## config.mk

```make
export PLATFORM = sky130hd
export DESIGN_NAME = serial_frame_rx
export DESIGN_NICKNAME = d
export VERILOG_FILES = /design/src/rtl/serial_frame_rx.sv
export SDC_FILE = /design/constraint.sdc
export NUM_CORES = 1
export LEC_CHECK = 0
export ABC_CLOCK_PERIOD_IN_PS = 5400
export CORE_MARGIN = 1
export CORE_UTILIZATION = 58
export CTS_CLUSTER_DIAMETER = 80
export CTS_CLUSTER_SIZE = 12
export DETAILED_ROUTE_END_ITERATION = 10
export PLACE_DENSITY = 0.88
export SLEW_MARGIN = 25
export SYNTH_ARGS = -nofsm -noshare
export SYNTH_HDL_FRONTEND = slang
export SYNTH_SLANG_ARGS = --single-unit
```

## constraint.sdc

```tcl
create_clock -name clk -period 5.4 [get_ports clk]
set_clock_uncertainty 0.2 [all_clocks]
set_input_delay 1.08 -clock clk [delete_from_list [all_inputs] [get_ports clk]]
set_output_delay 1.08 -clock clk [all_outputs]
set_load 0.02 [all_outputs]
```

## src/rtl/serial_frame_rx.sv

```systemverilog
`default_nettype none
// ============================================================================
// Module   : serial_frame_rx
// Brief    : Hunts a serial bitstream for a sync word, then captures an
//            MSB-first payload plus an even-parity bit and presents framed words.
// Revision : 1.0 - initial release
// ============================================================================
module serial_frame_rx #(
  parameter logic [5:0] SYNC   = 6'b101100,
  parameter int         DATA_W = 6,
  parameter int         CNT_W  = 8
) (
  input  logic              clk,
  input  logic              rst,
  input  logic              sin,
  input  logic              en,
  output logic [DATA_W-1:0] data,
  output logic              data_valid,
  output logic              parity_err,
  output logic              in_frame,
  output logic [CNT_W-1:0]  frame_cnt
);

  localparam int BCNT_W = (DATA_W > 1) ? $clog2(DATA_W) : 1;

  typedef enum logic [1:0] {
    HUNT   = 2'd0,
    DATA   = 2'd1,
    PARITY = 2'd2
  } state_t;

  state_t             state;
  logic [5:0]         history;
  logic [2:0]         fill;
  logic [BCNT_W-1:0]  bit_cnt;
  logic [DATA_W-1:0]  payload;
  logic [5:0]         history_next;

  assign history_next = {history[4:0], sin};

  always_ff @(posedge clk) begin
    if (rst) begin
      state      <= HUNT;
      history    <= '0;
      fill       <= '0;
      bit_cnt    <= '0;
      payload    <= '0;
      data       <= '0;
      data_valid <= 1'b0;
      parity_err <= 1'b0;
      in_frame   <= 1'b0;
      frame_cnt  <= '0;
    end else begin
      data_valid <= 1'b0;
      parity_err <= 1'b0;
      if (en) begin
        case (state)
          HUNT: begin
            history <= history_next;
            if (fill != 3'd6) fill <= fill + 3'd1;
            // fill >= 5 here means the updated window holds six real bits
            if ((fill >= 3'd5) && (history_next == SYNC)) begin
              state    <= DATA;
              bit_cnt  <= '0;
              in_frame <= 1'b1;
            end
          end
          DATA: begin
            payload <= {payload[DATA_W-2:0], sin};
            bit_cnt <= bit_cnt + BCNT_W'(1);
            if (bit_cnt == BCNT_W'(DATA_W - 1)) state <= PARITY;
          end
          PARITY: begin
            if ((^payload) == sin) begin
              data       <= payload;
              data_valid <= 1'b1;
              frame_cnt  <= frame_cnt + CNT_W'(1);
            end else begin
              parity_err <= 1'b1;
            end
            state    <= HUNT;
            history  <= '0;
            fill     <= '0;
            in_frame <= 1'b0;
          end
          default: begin
            state    <= HUNT;
            in_frame <= 1'b0;
          end
        endcase
      end
    end
  end

endmodule
`default_nettype wire

```

* Word-level counts from Yosys, hierarchy flattened
Index checks and enable logic that the tools add are counted.
** Storage, ports and cells
- Register bits :: 36
- Latch bits :: 0
- Bits in writable memories :: 0
- ROM bits :: 0
- Input port bits :: 4
- Output and inout port bits :: 17
- Word-level logic and storage cells :: 51
- Memories :: 0
** Operators by class
- Add/subtract/negate cells :: 3
- $mul :: 0
- Div/mod/pow operators :: 0
- $lt $le $gt $ge :: 1
- Eq/ne operators :: 9
- Shifts and indexed selects :: 0
- Multiplexer cells :: 12
- Bitwise logic cells :: 3
- Reduce and logical (&&, ||, !) cells :: 13
** Operator list (number)
- AND reduction 3 bit :: 5
- one-hot mux 3 bit (2 select lines) :: 2
- one-hot mux 5 bit (2 select lines) :: 1
- adder 8 x 1 -> 8 bit (second input constant) :: 1
- adder 3 x 1 -> 3 bit (second input constant) :: 2
- equality test 6 bit (second input constant) :: 1
- 2-to-1 mux 3 bit :: 2
- != test 2 bit (second input constant) :: 3
- XOR reduction 6 bit :: 1
- 2-to-1 mux 2 bit :: 2
- one-hot mux 2 bit (2 select lines) :: 1
- AND reduction 2 bit :: 2
- nonzero test 2 bit :: 2
- equality test 3 bit (second input constant) :: 1
- greater-or-equal comparator 3 bit (second input constant) :: 1
- 2-to-1 mux 1 bit :: 3
- != test 3 bit (second input constant) :: 1
- NOT 1 bit :: 3
- OR reduction 3 bit :: 1
- equality test 2 x 1 -> 1 bit (second input constant) :: 1
- equality test 2 bit (second input constant) :: 1
- logical NOT 2 bit :: 1
- one-hot mux 1 bit (2 select lines) :: 1
- equality test 1 bit :: 1
- logical AND 1 bit :: 1

* Depth between registers and ports, before layout
Gate-level depths: netlist (run 1).
- Word-level depth :: 4
- Depth in mapped cells :: 6
- Gate-level depth less buffers :: 6

* Worst setup path before layout (run 1)
OpenSTA, ideal clock, no wires.
- Path type :: input to register
- Start :: in sin
- End :: reg frame_cnt[4]
- Setup time :: 123 ps
- Data arrival time :: 2357 ps
- Required time :: 5077 ps
- Setup slack :: 2719 ps
- Cell stages on the path :: 5
- Path through :: xnor2_2 -> xnor3_2 -> buf_6 -> nor4b_2 -> mux2_1
** On the way
- Longest elaborated chain between the ends :: 2
** RTL lines
- from (decl) :: RTL line 15 : input logic sin,
- equality test 1 bit :: RTL line 74 : if ((^payload) == sin) begin
- AND reduction 3 bit (no line)
- to (signal assigned) :: RTL line 77 : frame_cnt <= frame_cnt + CNT_W'(1);
- to (decl) :: RTL line 21 : output logic [CNT_W-1:0] frame_cnt
Every way passes these cells.
A chain may end at the register's enable or synchronous reset.

* Worst setup path in the final report (run 1)
- Start :: in en
- End :: reg frame_cnt[4]
** On the way
- Longest elaborated chain between the ends :: 1
** RTL lines
- from (decl) :: RTL line 16 : input logic en,
- AND reduction 3 bit (no line)
Every way passes these cells.

==> reports/qor_table.md, run 1 <==
| Metric | Value |
|---|---|
| Most common library cells after synthesis | sky130_fd_sc_hd__dfxtp_1, sky130_fd_sc_hd__nand2_1, sky130_fd_sc_hd__a21oi_1 |
| Per-instance average area after synthesis | 9.06 um2 |
| Chip width | 56.3 um |
| PwrDens | 225 mW/mm2 |
| Global route hottest layer | met2 |
| Number of buffers and inverters on the critical path | 1 |
| Site Rows | 19 |
| Fill cells | 213 |
| Startpoint class of the critical path | input port |
| Crit path DAT | 3.14 ns |
| Origin of the worst setup path | en |
| Fraction of layout instances using a drive strength above 1 | 7.18% |
| Syn Nets | 199 |
| Number of vias per cell after detailed routing | 5.89 |
| Most used standard cell by instance count after synthesis | sky130_fd_sc_hd__dfxtp_1 |
| Net count, final | 218 |
| Sequential cell area | 721 um2 |
| Met2 Track Usage GR | 41.2% |
| Most common flop cell mapped by yosys | sky130_fd_sc_hd__dfxtp_1 |
| I/O Buffers | 20 |
| Slew @ Worst Pin | 0.569 ns |
| Relative slew slack | 62.0% |
| Cell leakage power | 0.670 nW |
| Setup WS post-layout | 2.29 ns |
| Buffers inserted during post-CTS setup optimization | 0 |
| Top-level I/O count | 21 |
| Vert. Die Dim | 56.3 um |
| Unique cell type count in the Yosys netlist | 42 |
| Post-layout minimum cycle time | 3.11 ns |
| Critical Path Slowest Stage Cell | sky130_fd_sc_hd__clkdlybuf4s50_1 |
| Total track usage | 22.9% |
| Netlist area before placement | 0.00171 mm2 |
| Starting utilization of the core area | 61.5% |
| Biggest fanout along the worst timing path | 9 |
| Number of synthesized register bits | 36 |
| Diodes inserted | 0 |
| RePlAce Congestion | 0.764 |
| CP Cell Sequence | clkdlybuf4s50_1 -> nor2b_1 -> nand2_1 -> nor4b_2 -> mux2_1 |
| Remaining Overflow, GRT | 0 |
| 1st-pass router iterations | 4 |
| Kind of cell adding the most delay to the critical path | simple AND/OR/NAND/NOR gates |
| Maximum resistive drop on vdd | 0.225 mV |
| Launch instance of the worst register-to-register path | payload[5] |
| Final Hold Viols | 0 |
| Fin Setup TNS | 0 ns |
| Met1 usage | 24.0% |
| Number of buffers added by the clock tree synthesis step | 5 |
| Setup Crit Path Kind | in -> reg |
| Number of global-route vias before repair | 1384 |
| Number of clock sinks | 36 |
| Result of the run | complete, no violations |
| Setup Viol. Count Final | 0 |
| Max Cap Violations | 0 |
| Detailed placer's ending HPWL | 2550 um |
| Count of hold buffers inserted by post-cts repair | 0 |
| Die outline area | 0.00317 mm2 |
| CP max stage delay | 0.57 ns |
| Final WL | 3460 um |
| Area of combinational cells with multiple inputs | 927 um2 |
| Count of final max-slew check failures | 0 |
| Largest net degree at the start of global routing | 47 |
| EDFF count, synth | 0 |
| Portion of the clock cycle consumed by the worst path in the final layout | 57.6% |
| Wire length of the first global-routing pass | 5610 um |
| Area of the core | 0.00278 mm2 |
| Pre-CTS WS | 1.96 ns |
| Initial antenna violation count | 0 |
| Count of instances resized after the clock tree is built | 0 |
| Maximum buffer depth of the clock tree | 2 |
| CTS tree | done |
| Clock latency at the later pin of the worst-skew pair | 0.33 ns |
| Number of cells produced by synthesis | 189 |
| Mean routed wirelength per cell | 14.4 um |
| DRC Markers | 0 |
| Cell at the root of the clock tree | sky130_fd_sc_hd__clkbuf_4 |
| Hold wc startpoint | history[4] |
| HP Class | reg -> reg |
| Cells taking the most area after synthesis | sky130_fd_sc_hd__dfxtp_1, sky130_fd_sc_hd__nand2b_1, sky130_fd_sc_hd__a21oi_1 |
| Critical Path RT | 5.43 ns |
| Proportion of register bits with asynchronous set or reset after synthesis | 0% |
| Drt first-iter violations | 51 |
| Clock transition at the register clock pins on the worst setup and hold paths after CTS | 0.11 ns |
| Yosys warnings | 0 |
| Fraction of synthesized cell area taken by the top area cell type | 42.1% |
| Number of H-tree levels | 2 |
| Setup repair after global routing missed its margin | no |
| Number of antenna-violating nets in the routed design | 0 |
| Number of vias in the routed layout | 1414 |
| Fraction of met3 tracks used by global routing | 6.91% |
| Syn-to-layout area delta | 15.4% |
| Crit end category | flip-flop |
| Max Freq | 0.322 GHz |
| Fraction of the yosys area taken by sequential cells | 42.1% |
| Cell type contributing the most total cell area after synthesis | sky130_fd_sc_hd__dfxtp_1 |
[metal layers]
metal	wire (um)	share of wire (%)
met3	138	4.0
met1	1390	40
met4	45	1.3
met5	0	0
met2	1880	54
[placed cells by master (no fill, tap or decap), drive strengths merged, types with 3 or more instances in the layout]
master         synthesis  final
inv                    6      6
nor2b                  4      4
o21ai                  4      4
o31ai                  3      3
nand2b                18     18
nor2                   9      9
a21oi                 21     21
dfxtp                 36     36
clkdlybuf4s50          0     20
or4                    3      3
ha                     6      6
nand4                  4      4
nand2                 24     24
nand3b                 5      5
clkbuf                 7      8
mux2i                  7      7
[tightest hold or removal path: cells and delay by family (launching register included)]
kind	cells	cell delay (ns)
DFF	1	0.32
and+or+nand+nor	1	0.05
AOI/OAI and AO/OA	1	0.05
[path summary, 6_finish.rpt]
check | endpoint | slack, ns | cells after the start
max | frame_cnt[4] | 2.29 | 5
min | history[4] | 0.26 | 2
max reg2reg | frame_cnt[4] | 3.25 | 4
min reg2reg | history[4] | 0.26 | 2
[cell type report]
cell class	count	share of cell area, %
multi-input cells	138	46.9
flip-flops and latches	36	36.5
well taps	31	1.96
clock buffers	8	2.98
repair buffers	21	10.5
inverters	6	1.14
[sequential cells by signal (all words and copies together) (netlist names)]
name	count
in_frame	1
data_valid	1
data	6
parity_err	1
frame_cnt	8
history	5
payload	6
bit_cnt	3
fill	3
state	2
[per-stage QoR]
| stage | area [um2] | util [%] | cells | hold WS [ns] | power (mW) |
|---|---|---|---|---|---|
| finish | 1980 | 71.0 | 240 | 0.258 | 0.444 |
| global route | 1980 | 71.0 | 240 | 0.288 | 0.462 |
| CTS | 1980 | 71.0 | 240 | 0.258 | 0.447 |
| detailed placement | 1920 | 68.9 | 232 | 0.243 | 0.300 |
| global placement | 1920 | 68.9 | 232 | 0.241 | 0.298 |
| floorplan | 1710 | - | 189 | 0.228 | 0.293 |
[where the power goes]
part           switching [mW]  internal (mW)
registers             0.00195          0.267
clock network          0.0861         0.0643
logic                  0.0143         0.0102
total                   0.102          0.342
[cell families after synthesis]
| logic type | count (synthesis) | synth area share, % |
|---|---|---|
| xor gates and xnor gates | 4 | 4.17 |
| AOI/OAI and AO/OA | 38 | 13.2 |
| DFF | 36 | 42.1 |
| buffers and inverters | 15 | 3.73 |
| muxes | 9 | 5.41 |
| adders and majority gates | 6 | 4.39 |
| and+or+nand+nor | 81 | 27.0 |
No activity file was read; power rests on OpenSTA's default activity.
==> inputs of run 2 (changes only) <==
--- a/config.mk
+++ b/config.mk
@@ -5,13 +5,13 @@
 export SDC_FILE = /design/constraint.sdc
 export NUM_CORES = 1
 export LEC_CHECK = 0
-export ABC_CLOCK_PERIOD_IN_PS = 5400
+export ABC_CLOCK_PERIOD_IN_PS = 3050
 export CORE_MARGIN = 1
-export CORE_UTILIZATION = 58
+export CORE_UTILIZATION = 54
 export CTS_CLUSTER_DIAMETER = 80
 export CTS_CLUSTER_SIZE = 12
 export DETAILED_ROUTE_END_ITERATION = 10
-export PLACE_DENSITY = 0.88
+export PLACE_DENSITY = 0.83
 export SLEW_MARGIN = 25
 export SYNTH_ARGS = -nofsm -noshare
 export SYNTH_HDL_FRONTEND = slang
==> constraint.sdc (replaced) <==
create_clock -name clk -period 3.05 [get_ports clk]
set_clock_uncertainty 0.2 [all_clocks]
set_input_delay 0.61 -clock clk [delete_from_list [all_inputs] [get_ports clk]]
set_output_delay 0.61 -clock clk [all_outputs]
set_load 0.02 [all_outputs]
==> run 2 against run 1 <==
Against the previous run:
- count of clock-buffer cells in the layout stayed put
- largest cell class unchanged
- final cell count increased by 6.7%
- critical path depth is the same
- worst hold slack better by 0.0099 ns
- via count down 1.3%
- register-to-register slack worse by 2.3 ns
- die area up 7.1%
- global-route usage shrank 2.1 points
==> reports/qor_table.md, run 2 (synthesized netlist as in run 1, its figures left out) <==
| Metric | Value | Change |
|---|---|---|
| Max Freq | 0.407 GHz |  |
| Starting utilization of the core area | 56.5% | -5.0 points |
| Kind of cell adding the most delay to the critical path | XOR/XNOR gates |  |
| Share of total power in the clock network | 33.5% | -0.4 points |
| Reg with most FFs | frame_cnt |  |
| Area of the core | 0.00303 mm2 | +8.9% |
| Path depth of the worst reg2reg path | 4 | unchanged |
| Initial antenna violation count | 0 | unchanged |
| Final Hold Viols | 0 | unchanged |
| Area of combinational cells with multiple inputs | 927 um2 | unchanged |
| End of the worst register-to-register path | frame_cnt[4] |  |
| Largest net degree at the start of global routing | 26 | -45% |
| Total power consumption of the routed design | 0.782 mW | +76% |
| Fill cells | 254 | +19% |
| Crit path DAT | 2.48 ns | -0.66 ns |
| Setup Crit Path Kind | in -> reg |  |
| Maximum resistive drop on vdd | 0.192 mV | -15% |
| Setup repair after global routing missed its margin | no |  |
| Post-layout minimum cycle time | 2.46 ns |  |
| Number of antenna-violating nets in the routed design | 0 | unchanged |
| WHS | 0.267 ns | +0.00986 ns |
| Detailed placer's ending HPWL | 2360 um | -7.3% |
| Max reg flops | 8 | unchanged |
| Chip width | 58.3 um | +3.5% |
| Leading registers by flop count | frame_cnt x8, data x6, payload x6 |  |
| Fin Setup TNS | 0 ns | unchanged |
| Cell depth of the worst hold path | 2 | unchanged |
| Clock latency at the later pin of the worst-skew pair | 0.34 ns | about the same |
| Mean routed wirelength per cell | 12.3 um | -14% |
| PwrDens | 388 mW/mm2 | +73% |
| Syn-to-layout area delta | 17.7% |  |
| Power share of the combinational group | 5.7% | +0.2 points |
| Diodes inserted | 0 | unchanged |
| Terminating pin of the worst hold path | history[4] |  |
| CTS tree | done |  |
| Number of vias in the routed layout | 1396 | -1.3% |
| 1st-pass router iterations | 4 | unchanged |
| Count of instances resized after the clock tree is built | 0 | unchanged |
| Number of vias per cell after detailed routing | 5.45 | -7.4% |
| Net count, final | 221 | +1.4% |
| Clock transition at the register clock pins on the worst setup and hold paths after CTS | 0.10 ns | about the same |
| Portion of the clock cycle consumed by the worst path in the final layout | 80.6% |  |
| Crit end category | flip-flop |  |
| Vert. Die Dim | 58.3 um | +3.5% |
| Critical Path RT | 3.07 ns | -2.36 ns |
| Critical Path Slowest Stage Cell | sky130_fd_sc_hd__clkdlybuf4s50_1 |  |
| I/O Buffers | 20 | unchanged |
| Startpoint class of the critical path | input port |  |
| CP Cell Sequence | clkdlybuf4s50_1 -> xnor2_2 -> xnor3_2 -> nor4b_2 -> mux2_1 |  |
| Net Sw Frac | 22.5% | -0.51 points |
| Setup Viol. Count Final | 0 | unchanged |
| CP max stage delay | 0.57 ns | about the same |
| Site Rows | 20 | +1 |
| Count of final max-slew check failures | 0 | unchanged |
| Drt first-iter violations | 48 | -5.9% |
| Net switching power | 0.176 mW | +72% |
| Slew @ Worst Pin | 0.475 ns | -0.0944 ns |
| Proportion of power drawn by flip-flops and latches | 60.9% | +0.3 points |
| Number of buffers added by the clock tree synthesis step | 5 | unchanged |
| Internal Dissipation | 0.606 mW | +77% |
| Number of buffers and inverters on the critical path | 1 | unchanged |
| Hold wc startpoint | history[4] |  |
| Relative slew slack | 68.3% | +6.4 points |
| Number of clock sinks | 36 | unchanged |
| Number of H-tree levels | 2 | unchanged |
| Launch instance of the worst register-to-register path | payload[5] |  |
| Buffers inserted during post-CTS setup optimization | 0 | unchanged |
| Final WL | 3160 um | -8.6% |
| Cell at the root of the clock tree | sky130_fd_sc_hd__clkbuf_4 |  |
| Result of the run | complete, no violations |  |
| Sequential cell area | 721 um2 | unchanged |
| Cell leakage power | 0.685 nW | +2.2% |
| Remaining Overflow, GRT | 0 | unchanged |
| Wire length of the first global-routing pass | 5350 um | -4.7% |
| Number of global-route vias before repair | 1266 | -8.5% |
| Biggest fanout along the worst timing path | 14 | +5 |
| HP Class | reg -> reg |  |
| Max Cap Violations | 0 | unchanged |
| Most common cell after layout, fill and taps aside | sky130_fd_sc_hd__dfxtp_1 |  |
| Most used cells in the layout excluding fill and tap cells | sky130_fd_sc_hd__dfxtp_1, sky130_fd_sc_hd__nand2_1, sky130_fd_sc_hd__a21oi_1, sky130_fd_sc_hd__clkdlybuf4s50_1, sky130_fd_sc_hd__nand2b_1 |  |
| FF-to-FF setup slack | 0.91 ns | -2.34 ns |
| Fraction of layout instances using a drive strength above 1 | 8.49% | +1.3 points |
| DRC Markers | 0 | unchanged |
| Total track usage | 20.8% | -2.1 points |
| Maximum buffer depth of the clock tree | 2 | unchanged |
| Top-level I/O count | 21 | unchanged |
| RePlAce Congestion | 0.772 | +1.0% |
| Count of hold buffers inserted by post-cts repair | 0 | unchanged |
| Die outline area | 0.00340 mm2 | +7.1% |
-- run 2: cell types whose count changed in the layout (fill, tap and decap cells not counted) --
cell and delta:
sky130_fd_sc_hd__buf_4 +3
-- run 2: worst reg2reg max path, delay by kind of cell (launching register included) --
family           cells  cell delay, ns
multiplexers         1            0.35
AND/OR/NAND/NOR      1            0.33
XOR/XNOR             2            0.78
flip-flops           1            0.38
-- run 2: routing by layer --
metal / up-vias / global-route usage [%] / wire length [um]
met3: 7 / 4.62 / 106
met1: 649 / 25.6 / 1470
met5: - / 0 / 0
met2: 33 / 34.6 / 1530
met4: 0 / 10.2 / 57
li1: 707 / - / -
-- run 2: power by group through the flow --
stage,logic (mW),registers [mW],clock network (mW)
floorplan,0.0329,0.487,0
global placement,0.0428,0.487,0
detailed placement,0.0443,0.487,0
CTS,0.0444,0.476,0.270
global route,0.0490,0.477,0.294
finish,0.0445,0.476,0.262
-- run 2: worst max path at each step --
stage,from,to,slack [ns],depth (start not counted)
CTS,sin,frame_cnt[4],0.61,5
global placement,sin,frame_cnt[4],0.29,5
global route,sin,frame_cnt[4],0.53,5
detailed placement,sin,frame_cnt[4],0.25,5
finish,sin,frame_cnt[4],0.59,5
floorplan,sin,frame_cnt[4],0.84,5
-- run 2: cell type report --
cell class	instances	share of cell area, %
inverters	6	1.12
clock buffers	8	2.92
repair buffers	24	11.4
flip-flops and latches	36	35.8
well taps	44	2.73
multi-input cells	138	46.0
-- run 2: stage by stage --
stage	utilization (%)	cell area [um2]	instances	setup slack, ns
6_report	66.5	2010	256	0.592
5_1_grt	66.5	2010	256	0.527
4_1_cts	66.5	2010	256	0.610
3_5_place_dp	64.6	1960	248	0.248
3_3_place_gp	64.6	1960	248	0.291
2_1_floorplan	-	1710	189	0.839
==> inputs of run 3 (changes only) <==
--- a/config.mk
+++ b/config.mk
@@ -5,13 +5,13 @@
 export SDC_FILE = /design/constraint.sdc
 export NUM_CORES = 1
 export LEC_CHECK = 0
-export ABC_CLOCK_PERIOD_IN_PS = 3050
+export ABC_CLOCK_PERIOD_IN_PS = 2100
 export CORE_MARGIN = 1
-export CORE_UTILIZATION = 54
+export CORE_UTILIZATION = 49
 export CTS_CLUSTER_DIAMETER = 80
 export CTS_CLUSTER_SIZE = 12
 export DETAILED_ROUTE_END_ITERATION = 10
-export PLACE_DENSITY = 0.83
+export PLACE_DENSITY = 0.79
 export SLEW_MARGIN = 25
 export SYNTH_ARGS = -nofsm -noshare
 export SYNTH_HDL_FRONTEND = slang
==> constraint.sdc (replaced) <==
create_clock -name clk -period 2.1 [get_ports clk]
set_clock_uncertainty 0.2 [all_clocks]
set_input_delay 0.42 -clock clk [delete_from_list [all_inputs] [get_ports clk]]
set_output_delay 0.42 -clock clk [all_outputs]
set_load 0.02 [all_outputs]
==> run 3 against run 2 <==
Against the previous run:
- the run now ends with negative setup slack left
- sequential share of layout area down 3.6 points
- non-clock buffer count grew 21
- clock power is 47% higher
- highest routed layer unchanged
- final cell count up 9.4%
- via count is 4.9% higher
- final area up 11%
- global-route usage fell by 1.0 points
==> reports/qor_table.md, run 3 (synthesized netlist as in run 1, its figures left out) <==
| Metric | Value | Change |
|---|---|---|
| FF-to-FF setup slack | -0.01 ns | -0.92 ns |
| Portion of the clock cycle consumed by the worst path in the final layout | 100% |  |
| Relative slew slack | 77.9% | +9.6 points |
| Maximum buffer depth of the clock tree | 2 | unchanged |
| Setup Viol. Count Final | 1 | +1 |
| Biggest fanout along the worst timing path | 4 | -10 |
| 1st-pass router iterations | 4 | unchanged |
| Syn-to-layout area delta | 31.1% |  |
| Net switching power | 0.267 mW | +51% |
| Clock transition at the register clock pins on the worst setup and hold paths after CTS | 0.10 ns | about the same |
| Final Hold Viols | 0 | unchanged |
| Non-filler cells, final | 280 | +9.4% |
| Terminating pin of the worst hold path | history[4] |  |
| Share of total power in the clock network | 33.3% | -0.2 points |
| Number of vias per cell after detailed routing | 5.23 | -4.1% |
| Critical Path Slowest Stage Cell | sky130_fd_sc_hd__xnor3_2 |  |
| Max Freq | 0.474 GHz |  |
| Internal Dissipation | 0.893 mW | +47% |
| Met1 usage | 22.7% | -2.8 points |
| Count of final max-slew check failures | 0 | unchanged |
| CP Cell Sequence | xnor3_1 -> buf_4 -> xnor3_2 -> nor2_4 -> mux2_2 |  |
| Hold wc startpoint | history[4] |  |
| Startpoint class of the critical path | flip-flop |  |
| RePlAce Congestion | 0.785 | +1.6% |
| Chip width | 61.1 um | +4.8% |
| Final WL | 3460 um | +9.5% |
| Drt first-iter violations | 67 | +40% |
| Die outline area | 0.00373 mm2 | +9.8% |
| Site Rows | 21 | +5.0% |
| Cell leakage power | 0.855 nW | +25% |
| Cell at the root of the clock tree | sky130_fd_sc_hd__clkbuf_4 |  |
| Vert. Die Dim | 61.1 um | +4.8% |
| Number of antenna-violating nets in the routed design | 0 | unchanged |
| Maximum resistive drop on vdd | 0.423 mV | +120% |
| Setup Crit Path Kind | reg -> reg |  |
| Most used cells in the layout excluding fill and tap cells | sky130_fd_sc_hd__dfxtp_1, sky130_fd_sc_hd__nand2_1, sky130_fd_sc_hd__buf_4, sky130_fd_sc_hd__a21oi_1 |  |
| Crit end category | flip-flop |  |
| Setup repair after global routing missed its margin | yes |  |
| Slew @ Worst Pin | 0.330 ns | -0.144 ns |
| Kind of cell adding the most delay to the critical path | XOR/XNOR gates |  |
| Largest net degree at the start of global routing | 47 | +81% |
| Global route hottest layer | met2 |  |
| Path depth of the worst reg2reg path | 5 | +1 |
| Launch instance of the worst register-to-register path | payload[5] |  |
| Count of cell instances traversed by the critical path | 5 | unchanged |
| Starting utilization of the core area | 51.3% | -5.2 points |
| Number of buffers added by the clock tree synthesis step | 5 | unchanged |
| PwrDens | 516 mW/mm2 | +33% |
| Number of H-tree levels | 2 | unchanged |
| Cell depth of the worst hold path | 2 | unchanged |
| Setup WS post-layout | -0.00969 ns | -0.602 ns |
| Violations in the final reports | negative setup slack |  |
| Origin of the worst setup path | payload[5] |  |
| Net Sw Frac | 23.0% | +0.47 points |
| Mean routed wirelength per cell | 12.4 um | +0.11% |
| DRC Markers | 0 | unchanged |
| CP max stage delay | 0.43 ns | -0.14 ns |
| I/O Buffers | 20 | unchanged |
| Area of the core | 0.00334 mm2 | +10% |
| Crit path DAT | 2.15 ns | -0.33 ns |
| Finished Core Util | 67.3% | +0.74 points |
| Net count, final | 243 | +10% |
| End of the worst register-to-register path | frame_cnt[0] |  |
| Reg with most FFs | frame_cnt |  |
| Leading registers by flop count | frame_cnt x8, data x6, payload x6 |  |
| Diodes inserted | 0 | unchanged |
| Number of global-route vias before repair | 1281 | +1.2% |
| Number of cells after detailed placement | 267 | +7.7% |
| Max Cap Violations | 0 | unchanged |
| Post-layout minimum cycle time | 2.11 ns |  |
| HP Class | reg -> reg |  |
| Pre-CTS WS | -0.435 ns | -0.682 ns |
| Critical Path RT | 2.14 ns | -0.93 ns |
| Total track usage | 19.8% | -1.0 points |
| Wire length of the first global-routing pass | 5330 um | -0.26% |
| Detailed placer's ending HPWL | 2170 um | -7.9% |
| Max reg flops | 8 | unchanged |
| Power share of the combinational group | 7.0% | +1.3 points |
| CTS tree | done |  |
| Result of the run | complete, but fails checks |  |
| Total power consumption of the routed design | 1.16 mW | +48% |
| Met2 Track Usage GR | 33.5% | -1.1 points |
| Most common cell after layout, fill and taps aside | sky130_fd_sc_hd__dfxtp_1 |  |
| Top-level I/O count | 21 | unchanged |
| Fraction of layout instances using a drive strength above 1 | 18.8% | +10 points |
| Number of clock sinks | 36 | unchanged |
| Initial antenna violation count | 0 | unchanged |
| Proportion of power drawn by flip-flops and latches | 59.7% | -1.2 points |
| Clock latency at the later pin of the worst-skew pair | 0.33 ns | about the same |
| Number of buffers and inverters on the critical path | 1 | unchanged |
| Remaining Overflow, GRT | 0 | unchanged |
| Number of vias in the routed layout | 1465 | +4.9% |
| Fraction of met3 tracks used by global routing | 5.67% | +1.1 points |
-- run 3: repair_timing --
item / CTS / global route
gates resized for setup: 2 / 9
endpoints found under the setup margin: 4 / 4
hold buffers: 0 / 0
pin swaps: 9 / 7
buffers inserted: 2 / 2
cloned: 1 / 0
-- run 3: layer usage --
metal,part of all wire [%],up-vias
met3,2.7,7
met5,0,-
met2,48,22
li1,-,751
met1,47,685
met4,2.3,0
-- run 3: stage by stage --
stage	hold WS [ns]	TNS (ns)	cell area [um2]
after floorplan	0.228	0	1710
after global placement	0.239	-4.98	2100
after detailed placement	0.243	-5.08	2100
after CTS	0.265	-0.0430	2200
after global routing	0.302	-0.199	2240
final	0.263	-0.00969	2240
-- run 3: worst max-delay path by stage --
stage              endpoint  slack [ns]
6_report       frame_cnt[0]       -0.01
3_3_place_gp   frame_cnt[4]       -0.41
4_1_cts        frame_cnt[4]       -0.04
5_1_grt        frame_cnt[7]       -0.06
3_5_place_dp   frame_cnt[4]       -0.43
2_1_floorplan  frame_cnt[4]        0.04
-- run 3: power groups by stage --
| stage | Clock [mW] | Sequential, mW | Combinational (mW) |
|---|---|---|---|
| 3_3_place_gp | 0 | 0.707 | 0.0737 |
| 6_report | 0.386 | 0.692 | 0.0815 |
| 2_1_floorplan | 0 | 0.707 | 0.0477 |
| 3_5_place_dp | 0 | 0.707 | 0.0753 |
| 4_1_cts | 0.397 | 0.692 | 0.0765 |
| 5_1_grt | 0.426 | 0.693 | 0.0888 |
-- run 3: tightest hold or removal path, cell delays in order, from the launching register on --
cell                      delay [ns]
sky130_fd_sc_hd__dfxtp_1        0.32
sky130_fd_sc_hd__nand2_1        0.05
sky130_fd_sc_hd__a21oi_1        0.05
-- run 3: area by class of cell --
type / count / area (um2)
fillers: 277 / 1090
multi-input cells: 139 / 970
flip-flops and latches: 36 / 723
repair buffers: 45 / 413
clock buffers: 8 / 58.8
well taps: 46 / 57.6
inverters: 6 / 22.5
